<file path="src/rtl/wb_debounced_inputs_pkg.sv">
// Register map indices shared by the debounced-input block and its users.
package debounce_pkg;

  // Word index carried on adr[4:2]; indices 5..7 are reserved and read as zero.
  typedef enum logic [2:0] {
    REG_STATE   = 3'd0,
    REG_PENDING = 3'd1,
    REG_MASK    = 3'd2,
    REG_RISE_EN = 3'd3,
    REG_FALL_EN = 3'd4
  } reg_idx_e;

endpackage

</file>
<file path="src/rtl/wb_debounced_inputs_cell.sv">
// One input channel: 2-flop synchronizer, stability counter, debounced level.
// o_rise/o_fall are high in the cycle whose closing edge updates the level,
// so an edge event and the level change land on the same clock edge.
module debounce_cell #(
  parameter int unsigned DEBOUNCE_CYCLES = 500000
) (
  input  logic clk,
  input  logic reset,
  input  logic i_pin,
  output logic o_level,
  output logic o_rise,
  output logic o_fall
);

  localparam int unsigned CNT_W = $clog2(DEBOUNCE_CYCLES + 1);
  localparam logic [CNT_W-1:0] CNT_LAST = CNT_W'(DEBOUNCE_CYCLES - 1);

  logic             sync1_q, sync2_q;
  logic             level_q, level_d;
  logic [CNT_W-1:0] cnt_q, cnt_d;
  logic             accept;

  // Synchronizer, counter and debounced level registers.
  always_ff @(posedge clk) begin
    if (reset) begin
      sync1_q <= 1'b0;
      sync2_q <= 1'b0;
      level_q <= 1'b0;
      cnt_q   <= '0;
    end else begin
      sync1_q <= i_pin;
      sync2_q <= sync1_q;
      level_q <= level_d;
      cnt_q   <= cnt_d;
    end
  end

  // Count while the synchronized pin disagrees with the level; any agreement restarts.
  always_comb begin
    level_d = level_q;
    cnt_d   = cnt_q;
    accept  = 1'b0;
    if (sync2_q == level_q) begin
      cnt_d = '0;
    end else if (cnt_q == CNT_LAST) begin
      level_d = sync2_q;
      cnt_d   = '0;
      accept  = 1'b1;
    end else begin
      cnt_d = cnt_q + 1'b1;
    end
  end

  assign o_level = level_q;
  assign o_rise  = accept &  sync2_q;
  assign o_fall  = accept & ~sync2_q;

endmodule

</file>
<file path="src/rtl/wb_debounced_inputs.sv">
// Wishbone slave exposing debounced inputs with per-input edge-triggered
// pending flags, mask and edge selection, and one level interrupt output.
module wb_debounced_inputs
  import debounce_pkg::*;
#(
  parameter int unsigned N_INPUTS        = 3,
  parameter int unsigned DEBOUNCE_CYCLES = 500000
) (
  input  logic                clk,
  input  logic                reset,
  input  logic [4:0]          i_wb_adr,
  input  logic [31:0]         i_wb_dat,
  input  logic                i_wb_we,
  input  logic                i_wb_stb,
  input  logic                i_wb_cyc,
  output logic [31:0]         o_wb_dat,
  output logic                o_wb_ack,
  output logic                o_wb_err,
  output logic                o_wb_rty,
  input  logic [N_INPUTS-1:0] i_inputs,
  output logic                o_int
);

  logic [N_INPUTS-1:0] level, rise, fall;
  logic [N_INPUTS-1:0] pend_q, pend_d;
  logic [N_INPUTS-1:0] mask_q, mask_d;
  logic [N_INPUTS-1:0] rise_en_q, rise_en_d;
  logic [N_INPUTS-1:0] fall_en_q, fall_en_d;
  logic                ack_q, ack_d;
  logic [31:0]         dat_q, dat_d;
  logic [31:0]         rdata;
  logic [N_INPUTS-1:0] wdat;
  logic [2:0]          idx;
  logic                req, wr;
  logic                unused_bits;

  for (genvar g = 0; g < N_INPUTS; g++) begin : g_cell
    debounce_cell #(
      .DEBOUNCE_CYCLES(DEBOUNCE_CYCLES)
    ) u_cell (
      .clk    (clk),
      .reset  (reset),
      .i_pin  (i_inputs[g]),
      .o_level(level[g]),
      .o_rise (rise[g]),
      .o_fall (fall[g])
    );
  end

  assign idx  = i_wb_adr[4:2];
  assign wdat = i_wb_dat[N_INPUTS-1:0];
  assign req  = i_wb_cyc & i_wb_stb & ~ack_q;
  assign wr   = req & i_wb_we;

  assign unused_bits = ^{i_wb_adr[1:0], i_wb_dat};

  // Read mux over pre-edge state; upper bits stay zero.
  always_comb begin
    rdata = '0;
    case (idx)
      REG_STATE:   rdata[N_INPUTS-1:0] = level;
      REG_PENDING: rdata[N_INPUTS-1:0] = pend_q;
      REG_MASK:    rdata[N_INPUTS-1:0] = mask_q;
      REG_RISE_EN: rdata[N_INPUTS-1:0] = rise_en_q;
      REG_FALL_EN: rdata[N_INPUTS-1:0] = fall_en_q;
      default:     rdata = '0;
    endcase
  end

  // Register writes, W1C clear, then edge events OR-ed in so a same-cycle event wins.
  always_comb begin
    ack_d     = req;
    dat_d     = (req & ~i_wb_we) ? rdata : '0;
    mask_d    = mask_q;
    rise_en_d = rise_en_q;
    fall_en_d = fall_en_q;
    pend_d    = pend_q;
    if (wr) begin
      case (idx)
        REG_PENDING: pend_d    = pend_q & ~wdat;
        REG_MASK:    mask_d    = wdat;
        REG_RISE_EN: rise_en_d = wdat;
        REG_FALL_EN: fall_en_d = wdat;
        default:     ;
      endcase
    end
    pend_d = pend_d | (rise & rise_en_q) | (fall & fall_en_q);
  end

  // Control/status registers and the registered bus response.
  always_ff @(posedge clk) begin
    if (reset) begin
      pend_q    <= '0;
      mask_q    <= '0;
      rise_en_q <= '0;
      fall_en_q <= '0;
      ack_q     <= 1'b0;
      dat_q     <= '0;
    end else begin
      pend_q    <= pend_d;
      mask_q    <= mask_d;
      rise_en_q <= rise_en_d;
      fall_en_q <= fall_en_d;
      ack_q     <= ack_d;
      dat_q     <= dat_d;
    end
  end

  assign o_wb_ack = ack_q;
  assign o_wb_dat = dat_q;
  assign o_wb_err = 1'b0;
  assign o_wb_rty = 1'b0;
  assign o_int    = |(pend_q & mask_q);

endmodule

</file>
<file path="config.mk">
export PLATFORM = sky130hd
export DESIGN_NAME = wb_debounced_inputs
export DESIGN_NICKNAME = d
export VERILOG_FILES = /design/src/rtl/wb_debounced_inputs_pkg.sv /design/src/rtl/wb_debounced_inputs_cell.sv /design/src/rtl/wb_debounced_inputs.sv
export SDC_FILE = /design/constraint.sdc
export NUM_CORES = 1
export LEC_CHECK = 0
export BUFFER_PORTS_ARGS = -buffer_cell sky130_fd_sc_hd__buf_4
export CAP_MARGIN = 30
export CORE_ASPECT_RATIO = 0.7
export CORE_MARGIN = 2
export CORE_UTILIZATION = 59
export DETAILED_ROUTE_END_ITERATION = 8
export PLACE_DENSITY = 0.93
export SYNTH_ARGS = -nofsm -noshare
export SYNTH_HDL_FRONTEND = slang
export SYNTH_SLANG_ARGS = --single-unit
</file>
<file path="constraint.sdc">
create_clock -name clk -period 2.6 [get_ports clk]
set_input_delay 0.52 -clock clk [delete_from_list [all_inputs] [get_ports clk]]
set_output_delay 0.52 -clock clk [all_outputs]
set_load 0.1 [all_outputs]
</file>
======== After elaboration in Yosys (flattened, before gate mapping) ========
Index checks and enable logic that the tools add are counted.
operators by class
  add/subtract/negate cells ............... 3
  eq/ne operators ......................... 10
  mux-type cells .......................... 9
  bitwise operators ....................... 26
  reductions and logical operators ........ 12
operator list
  operator                                       number
  adder 19 x 1 -> 19 bit, second input constant  3
  == test 19 bit, second input constant          3
  case mux 3 bit (5 select lines)                1
  bitwise AND 3 bit                              4
  AND reduction 2 bit                            6
  OR reduction 3 bit                             4
  bitwise AND 1 bit                              10
  inverter 1 bit                                 9
  == test 3 x 2 -> 1 bit, second input constant  2
  two-way mux 1 bit                              6
  two-way mux 3 bit                              2
  bitwise OR 3 bit                               2
  == test 1 bit                                  3
  == test 3 x 1 -> 1 bit, second input constant  1
  == test 3 bit, second input constant           1
  zero test 3 bit                                1
  inverter 3 bit                                 1
  OR reduction 2 bit                             1
storage, ports and cells
  register bits ........................... 111
  input bits .............................. 45
  word-level logic and storage cells ...... 79

======== Logic depth before layout (Yosys ltp) ========
Gate-level depths: netlist (run 1).
  word-level depth ........................ 7
  depth in mapped cells ................... 6
  gate-level depth less buffers ........... 5

======== By module ========
A second synthesis (run 1) with hierarchy kept.
second synthesis, totals
  cells, all modules ...................... 454
  area, all modules ....................... 4068.9 sq um
modules (own cells, without submodules)
  module               times used  cells each  area an instance (sq um)  sequential area each (sq um)
  debounce_cell        3           114         1008.5                    440.4
  wb_debounced_inputs  1           112         1043.5                    320.3

======== Least setup slack after synthesis (run 1) ========
Ideal clock, no wire load.
  kind .................................... register to register
  from .................................... reg ack_q (netlist: o_wb_ack)
  to ...................................... reg mask_q[0]
  library setup time ...................... 0.128 ns
  arrival time ............................ 1.835 ns
  required time ........................... 2.472 ns
  path slack .............................. 0.637 ns
  cell stages (with the launch flop) ...... 5
  path through ............................ dfxtp_1 > nand4b_1 > nor4_1 > mux2i_1 > nor2_1
on the way
  longest elaborated chain between the ends .. 4
ends and longest elaborated chain
  element                        RTL line                    text
  start: declaration             wb_debounced_inputs.sv:29   logic ack_q, ack_d;
  start signal: assignment       wb_debounced_inputs.sv:104  ack_q <= ack_d;
  inverter 1 bit                 wb_debounced_inputs.sv:52   assign req = i_wb_cyc & i_wb_stb & ~ack_q;
  bitwise AND 1 bit              wb_debounced_inputs.sv:52
  bitwise AND 1 bit              wb_debounced_inputs.sv:53   assign wr = req & i_wb_we;
  AND reduction 2 bit (no line)  n/a
  end signal: assignment         wb_debounced_inputs.sv:101  mask_q <= mask_d;
  end: declaration               wb_debounced_inputs.sv:26   logic [N_INPUTS-1:0] mask_q, mask_d;
No other way between the ends.
A chain may end at the register's enable or synchronous reset.

======== Worst setup path after layout (run 1) ========
  from .................................... reg g_cell[1].u_cell.cnt_q[14]
  to ...................................... reg g_cell[1].u_cell.cnt_q[11]
on the way
  longest elaborated chain between the ends .. 2
ends and longest elaborated chain
  element                       RTL line                        text
  start: declaration            wb_debounced_inputs_cell.sv:20  logic [CNT_W-1:0] cnt_q, cnt_d;
  start signal: assignment      wb_debounced_inputs_cell.sv:34  cnt_q <= cnt_d;
  == test 19 bit                wb_debounced_inputs_cell.sv:45  end else if (cnt_q == CNT_LAST) begin
  OR reduction 3 bit (no line)  n/a
No other way between the ends.

==> results.tsv, run 1 <==
stage	metric	value	unit
place	hpwl dp	5730	µm
die	Die Y	73.2	µm
clock_network	CTS Buf Count	9	
layout	fill count	533	
place	RD Place Congestion	0.890	
timing	Setup Viol. Count Final	0	
route	via count	3351	
logic_synthesis	predominant post-synthesis flop cell	dfxtp_1	
logic_synthesis	Distinct cells, synth	54	
timing	setup ws final	0.488	ns
route	Vias/cell	5.88	
route	total iterations of the first detailed-routing run	5	
timing	final hold vios	0	
route	WL/cell	15.1	µm
clock_network	Clock Pin Slew Worst Setup and Hold Paths	0.08	ns
clock_network	clk_lat worst skew	0.36	ns
clock_network	# hold bufs at CTS	0	
route	1st-iter DRT viols	254	
route	Detail Route Antenna Nets	0	
clock_network	clock sink total	82	
clock_network	post-cts sizing count	0	
timing	Fin Setup TNS	0	ns
global_route	total track usage	23.4	%
global_route	global-route wire length before repair	13600	µm
route	Residual DRC	0	
worst_hold_path	worst hold path type	in2reg	
die	initial core utilization	60.2	%
die	die area	7520	µm²
logic_synthesis	sequential fraction of the synthesis area	40.7	%
worst_setup_path	crit-path max FO	18	
clock_network	H-tree levels	3	
worst_setup_path	Setup crit end kind	register	
worst_setup_path	Crit Path Class	reg2reg	
route	final WL	8590	µm
power	worst vdd ir	0.000290	V
layout	Synth-to-Final Area Change	6.67	%
clock_network	clk buf depth	2	
clock_network	root buffer cell	clkbuf_8	
timing	RSZ-0062 raised after global routing	no	
power	Pwr Total	2.50	mW
layout	layout cells sized above 1	10.1	%
status	status	finished, final reports clean	
logic_synthesis	Cell Area, Synth	4030	µm²
logic_synthesis	ys async rst share	0	%
timing	Max Fclk	473	MHz
clock_network	number of setup buffers added after CTS	0	
timing	Max Slew Vio Count	0	
logic_synthesis	syn avg cell area	8.86	µm²
place	I/O Buffers	18	
timing	Max transition margin	48.0	%
global_route	initial antenna violation count	0	
global_route	gr ovfl total	0	
logic_synthesis	Post-Syn Instances	455	
logic_synthesis	number of synthesized flops with an enable pin	0	
die	Core ar.	6690	µm²
clock_network	TritonCTS clock tree	built	
logic_synthesis	flops & latches, synth	82	
die	io pins	81	
worst_setup_path	kind of start point of the critical path	register	
layout	post-layout util	64.2	%
die	Die W	103	µm
place	dpl ws	0.611	ns
die	num rows	25	
layout	nets@finish	520	
timing	Tightest Pin Transition	0.780	ns
timing	Final Skew	0.00756	ns
timing	final worst-path cycle share	81.2	%
power	P_leak	1.37	nW
power	Cell Pwr Density	581	nW/µm²
timing	minimum clock period	2.11	ns
worst_setup_path	required time worst endpoint	2.81	ns
global_route	vias in the first global route	2855	
run	Max-Cap Viols	0	
worst_setup_path	crit path DAT	2.32	ns
logic_synthesis	YS warnings	0	
global_route	largest net degree at the start of global routing	27	
layout	diodes inserted	0	
==> cells by family (layout without fill, tap and decap cells) <==
family	after synthesis	after routing	share of synthesized area, %
fa+ha+maj	3	3	0.931
buf+inv	57	48	8.94
xor+xnor	44	44	9.56
simple gates	213	213	28.8
compound gates	38	38	6.46
other cells	1	31	0.0930
flops	82	82	40.7
mux	17	17	4.53
==> critical path: stages (launching register included) <==
cell,delay [ns]
dfxtp_1,0.39
nor4_1,0.41
nand4b_1,0.30
o21ai_2,0.71
nor2_1,0.14
==> area by class of cell <==
class	count	area, µm²	area share (%)
clock inverters	3	65.1	1.51
multi-input cells	346	2140	49.8
repair buffers	20	150	3.49
clock buffers	12	135	3.14
flip-flops and latches	82	1640	38.2
well taps	94	118	2.73
inverters	13	48.8	1.13
==> where the power goes <==
part / total (mW) / switching (mW) / internal, mW
combinational: 0.262 / 0.235 / 0.0267
sequential: 1.27 / 0.00612 / 1.26
clock: 0.969 / 0.434 / 0.535
==> registers in the layout, indices dropped and copies added, names as in the netlist <==
name	count
g_cell.u_cell.o_level	3
mask_q	3
o_wb_dat	3
g_cell.u_cell.sync2_q	3
g_cell.u_cell.sync1_q	3
pend_q	3
fall_en_q	3
o_wb_ack	1
g_cell.u_cell.cnt_q	57
rise_en_q	3
==> per-stage QoR <==
| stage | hold WS (ns) | instances | instance area [µm²] |
|---|---|---|---|
| floorplan | 0.414 | 485 | 4140 |
| global placement | 0.417 | 555 | 4100 |
| detailed placement | 0.428 | 555 | 4100 |
| CTS | 0.376 | 570 | 4300 |
| global route | 0.369 | 570 | 4300 |
| finish | 0.381 | 570 | 4300 |
==> placed cells by master, fill, tap and decap left out, types with 3 or more instances in the layout <==
| master | Yosys | final |
|---|---|---|
| nand4_1 | 21 | 21 |
| a21oi_1 | 14 | 14 |
| nor2b_1 | 7 | 7 |
| nand3_1 | 21 | 21 |
| buf_4 | 33 | 20 |
| o21ai_0 | 6 | 6 |
| ha_1 | 3 | 3 |
| clkbuf_1 | 2 | 3 |
| mux2i_1 | 16 | 16 |
| nor4b_1 | 5 | 5 |
| conb_1 | 1 | 31 |
| nand2b_1 | 3 | 3 |
| and4_1 | 4 | 4 |
| clkbuf_8 | 0 | 9 |
| xnor2_1 | 32 | 32 |
| nor3_1 | 11 | 11 |
| nor4_1 | 17 | 17 |
| dfxtp_1 | 82 | 82 |
| inv_1 | 13 | 13 |
| nor2_1 | 71 | 71 |
| or4_1 | 3 | 3 |
| nand3b_1 | 7 | 7 |
| nand2_1 | 23 | 23 |
| o31ai_1 | 3 | 3 |
| xor2_1 | 12 | 12 |
==> cell usage after synthesis (5+ instances only) <==
master    instances  share of area [%]
nor3_1           11                1.4
nor2_1           71                6.6
nand2_1          23                2.1
a21oi_1          14                1.7
nand3b_1          7                1.3
nand4_1          21                3.3
o21ai_0           6               0.74
nand3_1          21                2.6
nor4_1           17                2.6
dfxtp_1          82                 41
xnor2_1          32                7.0
nor4b_1           5                1.1
buf_2             5               0.62
xor2_1           12                2.6
mux2i_1          16                4.0
buf_4            33                6.1
nor2b_1           7                1.1
inv_1            13                1.2
==> layer usage <==
layer  track usage [%]  part of all wire (%)  wire length [µm]
met5                 0                     0                 0
met4              8.63                   3.0               254
met1              31.3                    45              3840
met3              7.18                   8.1               693
met2              35.9                    44              3810
==> path summary, 6_finish.rpt <==
kind	cells after the start	startpoint	slack, ns	endpoint
max	4	g_cell[1].u_cell.cnt_q[14]	0.49	g_cell[1].u_cell.cnt_q[11]
min	2	i_inputs[1]	0.38	g_cell[1].u_cell.sync1_q
max reg2reg	4	g_cell[1].u_cell.cnt_q[14]	0.49	g_cell[1].u_cell.cnt_q[11]
min reg2reg	1	g_cell[2].u_cell.sync1_q	0.44	g_cell[2].u_cell.sync2_q
Note: power is estimated with default switching activity, not from simulation.
==> run 2: changes to the inputs <==
--- a/config.mk
+++ b/config.mk
@@ -5,13 +5,14 @@
 export SDC_FILE = /design/constraint.sdc
 export NUM_CORES = 1
 export LEC_CHECK = 0
+export ABC_AREA = 1
 export BUFFER_PORTS_ARGS = -buffer_cell sky130_fd_sc_hd__buf_4
 export CAP_MARGIN = 30
 export CORE_ASPECT_RATIO = 0.7
 export CORE_MARGIN = 2
-export CORE_UTILIZATION = 59
+export CORE_UTILIZATION = 50
 export DETAILED_ROUTE_END_ITERATION = 8
-export PLACE_DENSITY = 0.93
+export PLACE_DENSITY = 0.84
 export SYNTH_ARGS = -nofsm -noshare
 export SYNTH_HDL_FRONTEND = slang
 export SYNTH_SLANG_ARGS = --single-unit
==> constraint.sdc (replaced) <==
create_clock -name clk -period 1.91 [get_ports clk]
set_input_delay 0.382 -clock clk [delete_from_list [all_inputs] [get_ports clk]]
set_output_delay 0.382 -clock clk [all_outputs]
set_load 0.1 [all_outputs]
==> run 2 against run 1 <==
Area after synthesis up 3.9%. Final area up 7.4%. Cell count up 28%. Hold slack worse by 0.15 ns. Largest power group unchanged. Fmax up 20%. Via count up 9.2%. Non-clock buffer count unchanged.
==> results.tsv, run 2 <==
stage	metric	value	unit	change
route	total iterations of the first detailed-routing run	5		unchanged
timing	final worst-path cycle share	92.3	%	+11 points
layout	Sequential Area	1640	µm²	unchanged
die	Die W	113	µm	+10%
worst_hold_path	worst hold path type	in2reg		
die	die area	9140	µm²	+21%
worst_setup_path	Critical path buffers and inverters	1		+1
layout	nets@finish	674		+30%
timing	Tightest Pin Transition	0.587	ns	-0.193 ns
worst_setup_path	Cell Chain, Critical Path	ha_1 > nand3_2 > nor2_4 > nand3_1 > nor2_1 > xor2_1 > nand2_1 > inv_1		
worst_setup_path	Slowest-stage cell, CP	dfxtp_1		
clock_network	clock sink total	82		unchanged
timing	Max transition margin	60.6	%	+13 points
timing	setup ws final	0.148	ns	-0.340 ns
layout	largest reg by FF count	g_cell.u_cell.cnt_q		
clock_network	H-tree levels	3		unchanged
layout	most common cell after layout, fill and taps aside	nand2_1		
place	placed standard-cell area	4310	µm²	+5.0%
worst_setup_path	maximum single-stage delay on the critical path	0.39	ns	-0.32 ns
logic_synthesis	ys async rst share	0	%	unchanged
worst_hold_path	Hold Path Depth	3		+1
layout	fin area	4620	µm²	+7.4%
route	Detail Route Antenna Nets	0		unchanged
route	WL/cell	11.4	µm	-24%
logic_synthesis	flops & latches, synth	82		unchanged
die	initial core utilization	52.3	%	-7.9 points
clock_network	clk_lat worst skew	0.34	ns	-0.02 ns
worst_hold_path	Hold Startpoint	i_inputs[0]		
logic_synthesis	Distinct cells, synth	33		-39%
logic_synthesis	predominant post-synthesis flop cell	dfxtp_1		
die	Core ar.	8010	µm²	+20%
timing	Max Slew Vio Count	0		unchanged
worst_setup_path	r2r endpoint	g_cell[0].u_cell.cnt_q[16]		
timing	minimum clock period	1.76	ns	-0.350 ns
logic_synthesis	sequential fraction of the synthesis area	39.2	%	-1.5 points
die	Die Y	80.6	µm	+10%
timing	Final Skew	0.00811	ns	+0.000555 ns
route	Residual DRC	0		unchanged
global_route	global-route wire length before repair	14500	µm	+6.3%
worst_setup_path	crit path DAT	2.05	ns	-0.27 ns
global_route	largest net degree at the start of global routing	18		-33%
layout	commonest non-fill, non-tap cells in the layout	nand2_1 (117), nor2_1 (98), dfxtp_1 (82), inv_1 (74), nand3_1 (48)		
place	dpl ws	0.147	ns	-0.464 ns
layout	layout cells sized above 1	9.67	%	-0.42 points
route	Vias/cell	5.00		-15%
worst_setup_path	Setup crit end kind	register		
clock_network	Clock Pin Slew Worst Setup and Hold Paths	0.07	ns	about the same
worst_setup_path	R2R Setup Slk	0.15	ns	-0.34 ns
logic_synthesis	count leader, synth	nand2_1		
logic_synthesis	dominant cells by area after synthesis	dfxtp_1 (39%), nand2_1 (10%), nor2_1 (8.8%)		
clock_network	# hold bufs at CTS	0		unchanged
die	io pins	81		unchanged
clock_network	TritonCTS clock tree	built		
worst_setup_path	family with the most delay on the worst path	simple AND/OR/NAND/NOR gates		
worst_setup_path	crit-path max FO	5		-13
logic_synthesis	Yosys top cell area share	39.2	%	-1.5 points
global_route	vias in the first global route	3316		+16%
timing	final hold vios	0		unchanged
timing	Setup Viol. Count Final	0		unchanged
layout	diodes inserted	0		unchanged
power	worst vdd ir	0.000517	V	+79%
layout	fill count	692		+30%
clock_network	CTS Buf Count	9		unchanged
power	P_leak	1.67	nW	+22%
layout	area of the multi-input gates	2110	µm²	-1.3%
place	I/O Buffers	18		unchanged
logic_synthesis	syn avg cell area	6.97	µm²	-21%
worst_setup_path	r2r startpoint	g_cell[0].u_cell.cnt_q[0]		
clock_network	clk buf depth	2		unchanged
status	status	finished, final reports clean		
timing	Fin Setup TNS	0	ns	unchanged
timing	RSZ-0062 raised after global routing	no		
logic_synthesis	number of synthesized flops with an enable pin	0		unchanged
global_route	initial antenna violation count	0		unchanged
place	hpwl dp	6040	µm	+5.5%
layout	number of flip-flops in the largest register	57		unchanged
layout	Synth-to-Final Area Change	10.2	%	
logic_synthesis	YS warnings	0		unchanged
place	RD Place Congestion	0.907		+2.0%
run	Max-Cap Viols	0		unchanged
die	num rows	27		+8.0%
logic_synthesis	Cell Area, Synth	4190	µm²	+3.9%
power	Pwr Total	3.78	mW	+51%
timing	Max Fclk	567	MHz	+20%
global_route	total track usage	19.7	%	-3.7 points
layout	post-layout util	57.7	%	-6.6 points
global_route	gr ovfl total	0		unchanged
route	1st-iter DRT viols	236		-7.1%
worst_setup_path	R2R cell count	8		+4
worst_setup_path	required time worst endpoint	2.20	ns	-0.61 ns
clock_network	root buffer cell	clkbuf_16		
logic_synthesis	most frequent cells after synthesis	nand2_1 (117), nor2_1 (98), dfxtp_1 (82), inv_1 (74), nand3_1 (48)		
logic_synthesis	Post-Syn Instances	601		+32%
route	via count	3658		+9.2%
logic_synthesis	area leader, netlist	dfxtp_1		
worst_setup_path	Crit Path Class	reg2reg		
route	final WL	8360	µm	-2.7%
worst_setup_path	kind of start point of the critical path	register		
worst_hold_path	Hold EP	g_cell[0].u_cell.sync1_q		
power	Cell Pwr Density	819	nW/µm²	+41%
-- run 2: per-stage QoR --
stage	instances	hold WS, ns
after global routing	732	0.250
after CTS	732	0.227
after floorplan	631	0.388
final	732	0.230
after global placement	716	0.394
after detailed placement	716	0.399
-- run 2: final cells by class --
class,count,share of cell area [%]
clock inverter,6,1.19
timing repair buffer,20,3.25
clock buffer,10,5.18
sequential,82,35.6
tap,101,2.74
inverter,77,6.31
multi-input combinational,436,45.8
-- run 2: cells by family (layout without fill, tap and decap cells) --
logic type	after synthesis	after routing	synth area share, %
buf+inv	113	113	13.4
flops	82	82	39.2
xor+xnor	24	24	5.02
compound gates	61	61	7.53
simple gates	317	317	33.9
other cells	1	31	0.0895
fa+ha+maj	3	3	0.896
-- run 2: how the worst max path moves through the flow --
stage | to | slack [ns] | from | cells after the start
6_report | g_cell[0].u_cell.cnt_q[16] | 0.15 | g_cell[0].u_cell.cnt_q[0] | 8
5_1_grt | g_cell[1].u_cell.cnt_q[2] | 0.03 | g_cell[1].u_cell.cnt_q[0] | 8
4_1_cts | g_cell[1].u_cell.cnt_q[2] | 0.13 | g_cell[1].u_cell.cnt_q[0] | 8
3_5_place_dp | g_cell[1].u_cell.cnt_q[2] | 0.15 | g_cell[1].u_cell.cnt_q[0] | 8
3_3_place_gp | g_cell[0].u_cell.cnt_q[12] | 0.22 | g_cell[0].u_cell.cnt_q[0] | 6
2_1_floorplan | rise_en_q[0] | 0.25 | o_wb_ack | 6
-- run 2: power by group --
group / switching (mW) / internal [mW] / total, mW
registers: 0.00684 / 1.72 / 1.73
logic: 0.326 / 0.0356 / 0.362
clock network: 0.748 / 0.943 / 1.69
-- run 2: routing by layer --
metal  wire (µm)  up-vias  track usage, %
met5           0        -               0
met4          84        0            5.85
met3         606       11            5.66
met2        3580      140            31.0
met1        4090     1611            26.4
li1            -     1896               -
-- run 2: timing repair --
action	in CTS	in global routing
setup buffers	0	0
endpoints found under the hold margin	0	0
resized for setup	0	3
endpoints found under the setup margin	0	33
-- run 2: worst min-delay path: cells and delay by family --
kind,cells,cell delay [ns]
buf+inv,2,0.10
simple gates,1,0.06
